**config.mk**
```make
export PLATFORM = sky130hd
export DESIGN_NAME = uart_scan_bridge_flat
export DESIGN_NICKNAME = d
export VERILOG_FILES = /design/src/rtl/uart_scan_pkg.sv /design/src/rtl/uart_scan_bridge_if.sv /design/src/rtl/uart_rx.sv /design/src/rtl/uart_scan_bridge.sv /design/src/flat_wrapper.sv
export SDC_FILE = /design/constraint.sdc
export NUM_CORES = 1
export LEC_CHECK = 0
export BUFFER_PORTS_ARGS = -buffer_cell sky130_fd_sc_hd__buf_2
export CORE_AREA = 3 3 101 128
export CTS_CLUSTER_SIZE = 24
export DETAILED_ROUTE_END_ITERATION = 6
export DIE_AREA = 0 0 104 131
export PLACE_DENSITY = 0.69
export SYNTH_ARGS = -nofsm -noshare
export SYNTH_HDL_FRONTEND = slang
export SYNTH_SLANG_ARGS = --single-unit
export TNS_END_PERCENT = 20
```
**constraint.sdc**
```tcl
create_clock -name clk -period 3.3 [get_ports clk]
set_input_delay 0.495 -clock clk [delete_from_list [all_inputs] [get_ports clk]]
set_output_delay 0.495 -clock clk [all_outputs]
set_load 0.01 [all_outputs]
```
**src/rtl/uart_scan_pkg.sv**
```systemverilog
// Shared types and helpers for the UART-to-scan bridge.
package uart_scan_pkg;

   typedef enum logic [1:0] {ScIdle, ScLow, ScHigh, ScResp} scan_state_e;
   typedef enum logic [1:0] {RxIdle, RxStart, RxData, RxStop} rx_state_e;

   localparam logic [3:0] RespHdr = 4'b0000;

   function automatic int unsigned baud_div(int unsigned clkrate, int unsigned baudrate);
      return clkrate / baudrate;
   endfunction

   // Step k of a command byte is {tms, tdi} = cmd[2k+1:2k].
   function automatic logic [1:0] step_pair(logic [7:0] cmd, logic [1:0] k);
      return cmd[{k, 1'b0} +: 2];
   endfunction

endpackage

```
**src/rtl/uart_scan_bridge_if.sv**
```systemverilog
// Pin bundle of the bridge: host UART, scan chain and status LEDs/flags.
interface uart_scan_bridge_if;
   logic rx;
   logic tdo;
   logic tx;
   logic tck;
   logic tms;
   logic tdi;
   logic link;
   logic blink;
   logic overflow;
   logic frame_err;

   modport master (
      input  rx, tdo,
      output tx, tck, tms, tdi, link, blink, overflow, frame_err
   );

   modport slave (
      output rx, tdo,
      input  tx, tck, tms, tdi, link, blink, overflow, frame_err
   );
endinterface

```
**src/rtl/uart_rx.sv**
```systemverilog
// 8N1 UART receiver: synchronizer, start-bit validation, mid-bit sampling, stop check.
module uart_rx
   import uart_scan_pkg::*;
#(
   parameter int unsigned BaudDiv = 104
) (
   input  logic       clk,
   input  logic       reset,
   input  logic       rx_i,
   output logic [7:0] byte_o,
   output logic       valid_o,
   output logic       frame_err_o,
   output logic       start_o
);

   localparam int unsigned CntW = $clog2(BaudDiv);
   localparam logic [CntW-1:0] HalfLast = CntW'(BaudDiv / 2 - 1);
   localparam logic [CntW-1:0] FullLast = CntW'(BaudDiv - 1);

   rx_state_e       state_q, state_d;
   logic [CntW-1:0] cnt_q, cnt_d;
   logic [2:0]      bit_q, bit_d;
   logic [7:0]      shift_q, shift_d;
   logic            meta_q, sync_q, prev_q;
   logic            fall;

   assign fall   = prev_q & ~sync_q;
   assign byte_o = shift_q;

   always_ff @(posedge clk) begin
      if (reset) begin
         meta_q  <= 1'b1;
         sync_q  <= 1'b1;
         prev_q  <= 1'b1;
         state_q <= RxIdle;
         cnt_q   <= '0;
         bit_q   <= '0;
         shift_q <= '0;
      end else begin
         meta_q  <= rx_i;
         sync_q  <= meta_q;
         prev_q  <= sync_q;
         state_q <= state_d;
         cnt_q   <= cnt_d;
         bit_q   <= bit_d;
         shift_q <= shift_d;
      end
   end

   always_comb begin
      state_d     = state_q;
      cnt_d       = cnt_q + 1'b1;
      bit_d       = bit_q;
      shift_d     = shift_q;
      start_o     = 1'b0;
      valid_o     = 1'b0;
      frame_err_o = 1'b0;
      unique case (state_q)
         RxIdle: begin
            cnt_d = '0;
            if (fall) state_d = RxStart;
         end
         RxStart: begin
            if (cnt_q == HalfLast) begin
               cnt_d = '0;
               if (!sync_q) begin
                  state_d = RxData;
                  bit_d   = '0;
                  start_o = 1'b1;
               end else begin
                  state_d = RxIdle;
               end
            end
         end
         RxData: begin
            if (cnt_q == FullLast) begin
               cnt_d   = '0;
               shift_d = {sync_q, shift_q[7:1]};
               bit_d   = bit_q + 1'b1;
               if (bit_q == 3'd7) state_d = RxStop;
            end
         end
         RxStop: begin
            if (cnt_q == FullLast) begin
               cnt_d   = '0;
               state_d = RxIdle;
               if (sync_q) valid_o = 1'b1;
               else        frame_err_o = 1'b1;
            end
         end
         default: state_d = RxIdle;
      endcase
   end

endmodule

```
**src/rtl/uart_scan_bridge.sv**
```systemverilog
// UART command bytes in, four TCK/TMS/TDI scan steps out, captured TDO returned over TX.
module uart_scan_bridge
   import uart_scan_pkg::*;
#(
   parameter int unsigned CLKRATE     = 12_000_000,
   parameter int unsigned BAUDRATE    = 115_200,
   parameter int unsigned TCK_DIV     = 4,
   parameter int unsigned BLINK_HZ    = 1,
   parameter int unsigned LINK_CYCLES = 1_200_000
) (
   input logic               clk,
   input logic               reset,
   uart_scan_bridge_if.master bus
);

   localparam int unsigned BaudDiv   = baud_div(CLKRATE, BAUDRATE);
   localparam int unsigned BaudW     = $clog2(BaudDiv);
   localparam int unsigned TckW      = $clog2(TCK_DIV);
   localparam int unsigned BlinkHalf = CLKRATE / (2 * BLINK_HZ);
   localparam int unsigned BlinkW    = $clog2(BlinkHalf);
   localparam int unsigned LinkW     = $clog2(LINK_CYCLES + 1);

   localparam logic [BaudW-1:0]  BaudLast  = BaudW'(BaudDiv - 1);
   localparam logic [TckW-1:0]   TckLast   = TckW'(TCK_DIV - 1);
   localparam logic [BlinkW-1:0] BlinkLast = BlinkW'(BlinkHalf - 1);
   localparam logic [LinkW-1:0]  LinkLoad  = LinkW'(LINK_CYCLES);

   logic [7:0] rx_byte;
   logic       rx_valid, rx_ferr, rx_start;

   uart_rx #(
      .BaudDiv (BaudDiv)
   ) u_rx (
      .clk         (clk),
      .reset       (reset),
      .rx_i        (bus.rx),
      .byte_o      (rx_byte),
      .valid_o     (rx_valid),
      .frame_err_o (rx_ferr),
      .start_o     (rx_start)
   );

   // Command FIFO, 2 entries.
   logic [7:0] fifo_q [2];
   logic       wr_ptr_q, rd_ptr_q;
   logic [1:0] fcnt_q;
   logic       fifo_empty, fifo_full, push_ok, scan_pop;

   assign fifo_empty = (fcnt_q == 2'd0);
   assign fifo_full  = (fcnt_q == 2'd2);
   assign push_ok    = rx_valid & (~fifo_full | scan_pop);

   always_ff @(posedge clk) begin
      if (push_ok) fifo_q[wr_ptr_q] <= rx_byte;
   end

   always_ff @(posedge clk) begin
      if (reset) begin
         wr_ptr_q <= 1'b0;
         rd_ptr_q <= 1'b0;
         fcnt_q   <= '0;
      end else begin
         if (push_ok)  wr_ptr_q <= ~wr_ptr_q;
         if (scan_pop) rd_ptr_q <= ~rd_ptr_q;
         if (push_ok && !scan_pop)      fcnt_q <= fcnt_q + 1'b1;
         else if (!push_ok && scan_pop) fcnt_q <= fcnt_q - 1'b1;
      end
   end

   // Scan FSM.
   scan_state_e     sc_state_q, sc_state_d;
   logic [7:0]      cmd_q, cmd_d;
   logic [1:0]      step_q, step_d;
   logic [TckW-1:0] div_q, div_d;
   logic [3:0]      cap_q, cap_d;
   logic            tck_q, tck_d, tms_q, tms_d, tdi_q, tdi_d;
   logic            tx_load, tx_busy_q;

   always_ff @(posedge clk) begin
      if (reset) begin
         sc_state_q <= ScIdle;
         cmd_q      <= '0;
         step_q     <= '0;
         div_q      <= '0;
         cap_q      <= '0;
         tck_q      <= 1'b0;
         tms_q      <= 1'b1;
         tdi_q      <= 1'b0;
      end else begin
         sc_state_q <= sc_state_d;
         cmd_q      <= cmd_d;
         step_q     <= step_d;
         div_q      <= div_d;
         cap_q      <= cap_d;
         tck_q      <= tck_d;
         tms_q      <= tms_d;
         tdi_q      <= tdi_d;
      end
   end

   always_comb begin
      sc_state_d = sc_state_q;
      cmd_d      = cmd_q;
      step_d     = step_q;
      div_d      = div_q + 1'b1;
      cap_d      = cap_q;
      tck_d      = tck_q;
      tms_d      = tms_q;
      tdi_d      = tdi_q;
      scan_pop   = 1'b0;
      tx_load    = 1'b0;
      unique case (sc_state_q)
         ScIdle: begin
            div_d = '0;
            if (!fifo_empty) begin
               scan_pop       = 1'b1;
               cmd_d          = fifo_q[rd_ptr_q];
               {tms_d, tdi_d} = step_pair(fifo_q[rd_ptr_q], 2'd0);
               step_d         = '0;
               sc_state_d     = ScLow;
            end
         end
         ScLow: begin
            if (div_q == TckLast) begin
               div_d         = '0;
               tck_d         = 1'b1;
               cap_d[step_q] = bus.tdo;
               sc_state_d    = ScHigh;
            end
         end
         ScHigh: begin
            if (div_q == TckLast) begin
               div_d = '0;
               tck_d = 1'b0;
               if (step_q == 2'd3) begin
                  sc_state_d = ScResp;
               end else begin
                  step_d         = step_q + 1'b1;
                  {tms_d, tdi_d} = step_pair(cmd_q, step_q + 1'b1);
                  sc_state_d     = ScLow;
               end
            end
         end
         ScResp: begin
            div_d = '0;
            if (!tx_busy_q) begin
               tx_load    = 1'b1;
               sc_state_d = ScIdle;
            end
         end
         default: sc_state_d = ScIdle;
      endcase
   end

   // TX: start bit is driven on load; the shifter holds data then stop.
   logic [BaudW-1:0] tx_cnt_q, tx_cnt_d;
   logic [8:0]       tx_sh_q, tx_sh_d;
   logic [3:0]       tx_bits_q, tx_bits_d;
   logic             tx_busy_d, tx_out_q, tx_out_d;

   always_ff @(posedge clk) begin
      if (reset) begin
         tx_cnt_q  <= '0;
         tx_sh_q   <= '1;
         tx_bits_q <= '0;
         tx_busy_q <= 1'b0;
         tx_out_q  <= 1'b1;
      end else begin
         tx_cnt_q  <= tx_cnt_d;
         tx_sh_q   <= tx_sh_d;
         tx_bits_q <= tx_bits_d;
         tx_busy_q <= tx_busy_d;
         tx_out_q  <= tx_out_d;
      end
   end

   always_comb begin
      tx_cnt_d  = tx_cnt_q + 1'b1;
      tx_sh_d   = tx_sh_q;
      tx_bits_d = tx_bits_q;
      tx_busy_d = tx_busy_q;
      tx_out_d  = tx_out_q;
      if (!tx_busy_q) begin
         tx_cnt_d = '0;
         if (tx_load) begin
            tx_busy_d = 1'b1;
            tx_out_d  = 1'b0;
            tx_sh_d   = {1'b1, RespHdr, cap_q};
            tx_bits_d = '0;
         end
      end else if (tx_cnt_q == BaudLast) begin
         tx_cnt_d = '0;
         if (tx_bits_q == 4'd9) begin
            tx_busy_d = 1'b0;
         end else begin
            tx_out_d  = tx_sh_q[0];
            tx_sh_d   = {1'b1, tx_sh_q[8:1]};
            tx_bits_d = tx_bits_q + 1'b1;
         end
      end
   end

   // Link hold, heartbeat and sticky error flags.
   logic [LinkW-1:0]  link_cnt_q;
   logic [BlinkW-1:0] blink_cnt_q;
   logic              blink_q, overflow_q, frame_err_q;

   always_ff @(posedge clk) begin
      if (reset) begin
         link_cnt_q  <= '0;
         blink_cnt_q <= '0;
         blink_q     <= 1'b0;
         overflow_q  <= 1'b0;
         frame_err_q <= 1'b0;
      end else begin
         if (rx_start)                link_cnt_q <= LinkLoad;
         else if (link_cnt_q != '0)   link_cnt_q <= link_cnt_q - 1'b1;
         if (blink_cnt_q == BlinkLast) begin
            blink_cnt_q <= '0;
            blink_q     <= ~blink_q;
         end else begin
            blink_cnt_q <= blink_cnt_q + 1'b1;
         end
         if (rx_valid && fifo_full && !scan_pop) overflow_q <= 1'b1;
         if (rx_ferr) frame_err_q <= 1'b1;
      end
   end

   assign bus.tx        = tx_out_q;
   assign bus.tck       = tck_q;
   assign bus.tms       = tms_q;
   assign bus.tdi       = tdi_q;
   assign bus.link      = (link_cnt_q != '0);
   assign bus.blink     = blink_q;
   assign bus.overflow  = overflow_q;
   assign bus.frame_err = frame_err_q;

endmodule

```
**src/flat_wrapper.sv**
```systemverilog
// flat-port wrapper written by rule: the top's interface ports become plain ports
module uart_scan_bridge_flat import uart_scan_pkg::*;
#(
   parameter int unsigned CLKRATE     = 12_000_000,
   parameter int unsigned BAUDRATE    = 115_200,
   parameter int unsigned TCK_DIV     = 4,
   parameter int unsigned BLINK_HZ    = 1,
   parameter int unsigned LINK_CYCLES = 1_200_000
)
  (clk, reset, bus_rx, bus_tdo, bus_tx, bus_tck, bus_tms, bus_tdi, bus_link, bus_blink, bus_overflow, bus_frame_err);
  uart_scan_bridge_if bus_i ();
  input logic clk;
  input logic reset;
  input wire logic [$bits(bus_i.rx)-1:0] bus_rx;
  input wire logic [$bits(bus_i.tdo)-1:0] bus_tdo;
  output wire logic [$bits(bus_i.tx)-1:0] bus_tx;
  output wire logic [$bits(bus_i.tck)-1:0] bus_tck;
  output wire logic [$bits(bus_i.tms)-1:0] bus_tms;
  output wire logic [$bits(bus_i.tdi)-1:0] bus_tdi;
  output wire logic [$bits(bus_i.link)-1:0] bus_link;
  output wire logic [$bits(bus_i.blink)-1:0] bus_blink;
  output wire logic [$bits(bus_i.overflow)-1:0] bus_overflow;
  output wire logic [$bits(bus_i.frame_err)-1:0] bus_frame_err;
  assign bus_i.rx = bus_rx;
  assign bus_i.tdo = bus_tdo;
  assign bus_tx = bus_i.tx;
  assign bus_tck = bus_i.tck;
  assign bus_tms = bus_i.tms;
  assign bus_tdi = bus_i.tdi;
  assign bus_link = bus_i.link;
  assign bus_blink = bus_i.blink;
  assign bus_overflow = bus_i.overflow;
  assign bus_frame_err = bus_i.frame_err;
  uart_scan_bridge #(.CLKRATE(CLKRATE), .BAUDRATE(BAUDRATE), .TCK_DIV(TCK_DIV), .BLINK_HZ(BLINK_HZ), .LINK_CYCLES(LINK_CYCLES)) u_core (.clk(clk), .reset(reset), .bus(bus_i));
endmodule
```
==> results of run 1 <==
[power by group]
| group | total [mW] | leakage (nW) | switching (mW) | internal, mW |
|---|---|---|---|---|
| logic | 1.23 | 0.874 | 0.719 | 0.508 |
| clock network | 1.92 | 0.292 | 0.725 | 1.20 |
| registers | 1.95 | 1.10 | 0.148 | 1.80 |
[cell usage after synthesis, types with 4 or more instances]
cell type  instances  share of area (%)
dfxtp_1          117                 40
nor2_1            63                4.0
nand2_1           60                3.8
a21oi_1           44                3.8
o21ai_0           31                2.6
clkbuf_1          27                1.7
nand3_1           27                2.3
inv_1             22                1.4
nor3_1            19                1.6
mux2i_1           18                3.1
edfxtp_1          16                8.2
or3_1             16                1.7
or4_1             16                2.0
xnor2_1           16                2.4
ha_1              14                3.0
a211oi_1          12                1.5
nand2b_1          12                1.3
or2_2             11                1.2
nor4_1            10                1.1
xor2_1            10                1.5
a31oi_1            8               0.85
o31ai_1            8                1.0
o211ai_1           6               0.77
nand4_1            5               0.53
a221o_1            4               0.68
[state kept, by name, indices dropped and copies added, names as in the netlist, 2 cells and up, named ones only]
| name | cells |
|---|---|
| u_core.fifo_q | 16 |
| u_core.blink_cnt_q | 23 |
| u_core.u_rx.byte_o | 8 |
| u_core.cmd_q | 8 |
| u_core.u_rx.cnt_q | 7 |
| u_core.div_q | 2 |
| u_core.tx_cnt_q | 7 |
| u_core.cap_q | 4 |
| u_core.link_cnt_q | 21 |
| u_core.sc_state_q | 2 |
| u_core.u_rx.bit_q | 3 |
| u_core.tx_bits_q | 4 |
| u_core.fcnt_q | 2 |
| u_core.step_q | 2 |
| u_core.tx_sh_q | 8 |
[logic make-up after synthesis]
family                   share of synthesized area [%]
flip-flops                                        48.2
multiplexers                                      4.23
adder cells (fa/ha/maj)                           2.99
buffers and inverters                             3.61
AO/OA/AOI/OAI                                     13.9
AND/OR/NAND/NOR                                   23.3
XOR/XNOR                                          3.88
[through the flow]
| stage | setup slack (ns) | cell area (um^2) | instances | util [%] |
|---|---|---|---|---|
| floorplan | 1.00 | 5860 | 647 | - |
| global placement | 0.784 | 6030 | 794 | 50.5 |
| detailed placement | 0.580 | 6030 | 794 | 50.5 |
| CTS | 0.384 | 6640 | 826 | 55.6 |
| global route | 0.241 | 6640 | 826 | 55.6 |
| finish | 0.382 | 6640 | 826 | 55.6 |
[area by class of cell]
class / count / share of cell area, %
well taps: 164 / 3.09
repair buffers: 16 / 1.39
multi-input cells: 459 / 42.6
clock buffers: 18 / 6.46
clock inverters: 14 / 2.70
flip-flops and latches: 133 / 42.5
inverters: 22 / 1.24
[layer usage]
layer | vias to the layer above | track usage, %
met5 | - | 0
met1 | 2158 | 19.6
met4 | 0 | 6.49
met2 | 86 | 31.9
li1 | 2335 | -
met3 | 13 | 4.62
[final timing paths]
kind,startpoint,endpoint,slack (ns),depth (start not counted)
setup / recovery,u_core.link_cnt_q[0]$_SDFFE_PP0P_,bus_link,0.38,7
hold / removal,bus_rx,u_core.u_rx.meta_q$_SDFF_PP1_,0.29,2
setup reg to reg,u_core.u_rx.cnt_q[0]$_SDFF_PP0_,u_core.fifo_q[0][0]$_DFFE_PP_,0.63,4
hold reg to reg,u_core.u_rx.meta_q$_SDFF_PP1_,u_core.u_rx.sync_q$_SDFF_PP1_,0.41,1
[placed cells by master, fill, tap and decap left out, types with 14 or more instances in the layout]
cell type / instances
a21oi_1: 44
clkbuf_16: 17
dfxtp_1: 117
edfxtp_1: 16
ha_1: 14
inv_1: 22
mux2i_1: 18
nand2_1: 60
nand3_1: 27
nor2_1: 63
nor3_1: 19
o21ai_0: 31
or3_1: 16
or4_1: 16
xnor2_1: 16
==> results.toml, run 1 <==
[worst_setup_path]
start_kind = "register"
critPathBufInv = 3
crit_type = "register to primary output"
crit_arrival_ns = 2.42
crit_chain = "inv_1 -> ha_1 -> or4b_2 -> nor3_1 -> buf_4 -> nand2_1 -> buf_2"
critical-path-slowest-cell = "or4b_2"
path_delay_family = "simple AND/OR/NAND/NOR gates"
slowest_delay_ns = 0.74
critPathRequiredTime_ns = 2.80
endpoint_kind = "primary output"
crit_fanout = 11

[sta]
fin_setup_tns_ns = 0
skew_ns = 0.0128
tightestPinTransition_ns = 0.980
min_period_ns = 2.92
hold_violations = 0
final_max_slew_viol_count = 0
slew_headroom_pct = 34.4
whs_ns = 0.287
period_share_pct = 88.4
clock.fmax_ghz = 0.343
finalSetupViolCount = 0
rsz0062_at_grt = "false"

[clock_tree]
cts_tree = "built"
path_clk_slew_ns = 0.06
cts_root_buffer = "clkbuf_16"
clock_latency_ns = 0.42
cts_hold_buf = 0
cts_made_buffers = 17
clock-sinks = 133
htreeDepth = 4
cts_setup_buffers = 0
cts_resized = 0
clockBufferDepth = 2

[global_route]
grt_usage_pct = 17.4
grt_start_max_net_pins = 66
antenna_found_initial = 0
grt_overflow = 0
grt_pass1_vias = 4353
grt_pass1_wl_um = 19500

[run_status]
status = "complete, no violations"

[floorplanning]
core_area_mm2 = 0.0119
dieHeight_um = 131
row_count = 45
die_w_um = 104
start_util_pct = 49.1
dieArea_mm2 = 0.0136
ios = 12

[placement]
portBuffers = 11
place_congestion = 0.837
dp_hpwl_um = 7820

[power]
leakage_nw = 2.27
power_mw = 5.10
irDropWorstVdd_uv = 319
powerDensity_mw_per_mm2 = 768

[drt]
drt_iter0_markers = 269
dr.pass1.iters = 5
wl_met1_um = 5000
vias_per_cell = 5.56
topRoutingLayerUsed = "met4"
drc = 0
final_antenna_net_count = 0
vias = 4592
met3_length_um = 433
dr_wl_met2_um = 5950
wl_um = 11500
wl_per_cell_um = 13.9

[layout]
multi_input_area_mm2 = 0.00283
drive_gt1_share_pct = 10.7
diodes = 0
nFillCells = 1103
num-nets-final = 667
syn2layout_area_growth_pct = 13.3
seqCellArea_mm2 = 0.00282

[synth]
synthCells = 647
yosysSeqAreaShare_pct = 48.2
synth_warnings = 0
ys_ff_latch = 133
avgSynthCellArea_um2 = 9.06
syn-num-nets = 665
synth_area_mm2 = 0.00586
ys.flop_type = "dfxtp_1"
synth-edff-count = 16
postSynth.asyncResetShare_pct = 0
synthDistinctLibCells = 53

[job]
drv_cap = 0

[min_path]
hp-class = "input pin to register"
(Power assumes the default switching activity.)
==> run 2, diff against run 1 <==
--- a/config.mk
+++ b/config.mk
@@ -10,7 +10,7 @@
 export CTS_CLUSTER_SIZE = 24
 export DETAILED_ROUTE_END_ITERATION = 6
 export DIE_AREA = 0 0 104 131
-export PLACE_DENSITY = 0.69
+export PLACE_DENSITY_LB_ADDON = 0.12
 export SYNTH_ARGS = -nofsm -noshare
 export SYNTH_HDL_FRONTEND = slang
 export SYNTH_SLANG_ARGS = --single-unit
==> run 2 against run 1 <==
- count of clock-buffer cells in the layout is 2 higher
- register-to-register slack hardly changed
- clock power is 5% lower
- non-clock buffer count stayed put
- combinational power hardly changed
- total power is 2.1% lower
- cell count stayed put
- critical path depth stayed put
- first-iteration DRC count is 38% lower
- sequential cell count stayed put
- critical endpoint unchanged
==> results.toml, run 2 (synthesis gave the netlist of run 1 again) <==
[min_path]
hp-start = "bus_rx"
hold_end = "u_core.u_rx.meta_q$_SDFF_PP1_"
hp-class = "input pin to register"
worstHoldPathCells = 2

[layout]
layout_common_cells = "117 x dfxtp_1, 63 x nor2_1, 60 x nand2_1"
num-nets-final = 667
diodes = 0
fin_util_pct = 55.3
final_common_cell = "dfxtp_1"
reg_top3 = "u_core.blink_cnt_q x23, u_core.link_cnt_q x21, u_core.fifo_q x16"
nFillCells = 1092
largest_reg_flops = 23
regMostFlops = "u_core.blink_cnt_q"
drive_gt1_share_pct = 9.97
syn2layout_area_growth_pct = 12.7
final_area_mm2 = 0.00660

[power]
switchingPower_mw = 1.51
pwr-share-comb_pct = 24.3
power.internal_mw = 3.48
leakage_nw = 2.25
irDropWorstVdd_uv = 353
swShare_pct = 30.2
power_mw = 4.99
powerDensity_mw_per_mm2 = 755
seqPwrFrac_pct = 39.1
power.clock.fraction_pct = 36.6

[drt]
wl_um = 11300
vias_per_cell = 5.49
dr.pass1.iters = 6
final_antenna_net_count = 0
wl_per_cell_um = 13.7
drc = 0
vias = 4531
drt_iter0_markers = 167

[worst_setup_path]
crit_fanout = 11
crit_arrival_ns = 2.38
worst-r2r-setup-slack_ns = 0.64
crit_type = "register to primary output"
endpoint_kind = "primary output"
reg2reg_depth = 4
start_kind = "register"
reg2reg_to = "u_core.fifo_q[0][0]$_DFFE_PP_"
critPathRequiredTime_ns = 2.80
r2r-start = "u_core.u_rx.cnt_q[0]$_SDFF_PP0_"

[clock_tree]
cts_resized = 0
htreeDepth = 4
cts_made_buffers = 17
clockBufferDepth = 2
cts_root_buffer = "clkbuf_16"
path_clk_slew_ns = 0.06
cts_hold_buf = 0
clock_latency_ns = 0.41
cts_tree = "built"
cts_setup_buffers = 0
clock-sinks = 133

[sta]
slew_headroom_pct = 31.9
period_share_pct = 87.1
clock.fmax_ghz = 0.348
final_max_slew_viol_count = 0
min_period_ns = 2.87
fin_setup_tns_ns = 0
hold_violations = 0
finalSetupViolCount = 0
rsz0062_at_grt = "false"
tightestPinTransition_ns = 1.02
skew_ns = 0.0149
fin_ws_ns = 0.427

[floorplanning]
dieHeight_um = 131
core_area_mm2 = 0.0119
dieArea_mm2 = 0.0136
ios = 12
row_count = 45
start_util_pct = 49.1
die_w_um = 104

[global_route]
grt_usage_pct = 17.5
grt_use_met1_pct = 21.0
grtUsageMet2_pct = 31.0
grt_pass1_wl_um = 19700
grt_start_max_net_pins = 46
grt_pass1_vias = 4320
use_met3_pct = 4.03
grt_overflow = 0
antenna_found_initial = 0
grt_busiest_layer = "met2"

[job]
drv_cap = 0

[placement]
portBuffers = 11
placed_cell_area_mm2 = 0.00603
place_ws_ns = 0.647
place_congestion = 0.847
dp_hpwl_um = 7850

[run_status]
status = "complete, no violations"
## run 2: worst max-delay path by stage
stage               slack [ns]                              start  cells after the start                       endpoint
floorplan                 1.00    u_core.u_rx.cnt_q[0]$_SDFF_PP0_                      6  u_core.fcnt_q[1]$_SDFFE_PP0P_
global placement          0.75    u_core.u_rx.cnt_q[0]$_SDFF_PP0_                      4  u_core.fifo_q[0][4]$_DFFE_PP_
detailed placement        0.65    u_core.u_rx.cnt_q[0]$_SDFF_PP0_                      4  u_core.fifo_q[0][4]$_DFFE_PP_
CTS                       0.42  u_core.link_cnt_q[0]$_SDFFE_PP0P_                      7                       bus_link
global route              0.26  u_core.link_cnt_q[0]$_SDFFE_PP0P_                      7                       bus_link
finish                    0.43  u_core.link_cnt_q[0]$_SDFFE_PP0P_                      7                       bus_link
## run 2: worst max-delay path, stage by stage (launching register included)
cell and delay (ns):
dfxtp_1 0.32, inv_1 0.08, ha_1 0.22, or4b_2 0.73, nor3_1 0.19, buf_4 0.19
nand2_1 0.08, buf_2 0.17
## run 2: power groups by stage
stage	logic [mW]	clock network (mW)	registers [mW]
4_1_cts	1.21	1.87	1.95
5_1_grt	1.37	1.95	1.97
2_1_floorplan	1.02	0	1.92
3_5_place_dp	1.20	0	1.98
3_3_place_gp	1.17	0	1.97
6_report	1.21	1.83	1.95
## run 2: area by class of cell
cell class                 instances  area (um^2)  share of cell area, %
sequential                       133         2820                   42.7
clock buffer                      20          437                   6.61
timing repair buffer              16         92.6                   1.40
multi-input combinational        459         2830                   42.8
tap                              164          205                   3.11
inverter                          22         82.6                   1.25
clock inverter                    12          136                   2.07
## run 2: metal layers
metal	vias to the layer above	wire length, um	share of wire, %
met2	45	5790	51
met5	-	0	0
met3	8	238	2.1
met4	0	84	0.74
met1	2140	5220	46
li1	2338	-	-
## run 2: stage by stage
step,cells,hold slack (ns)
after floorplan,647,0.389
after global placement,794,0.407
after detailed placement,794,0.423
after CTS,826,0.253
after global routing,826,0.263
final,826,0.274
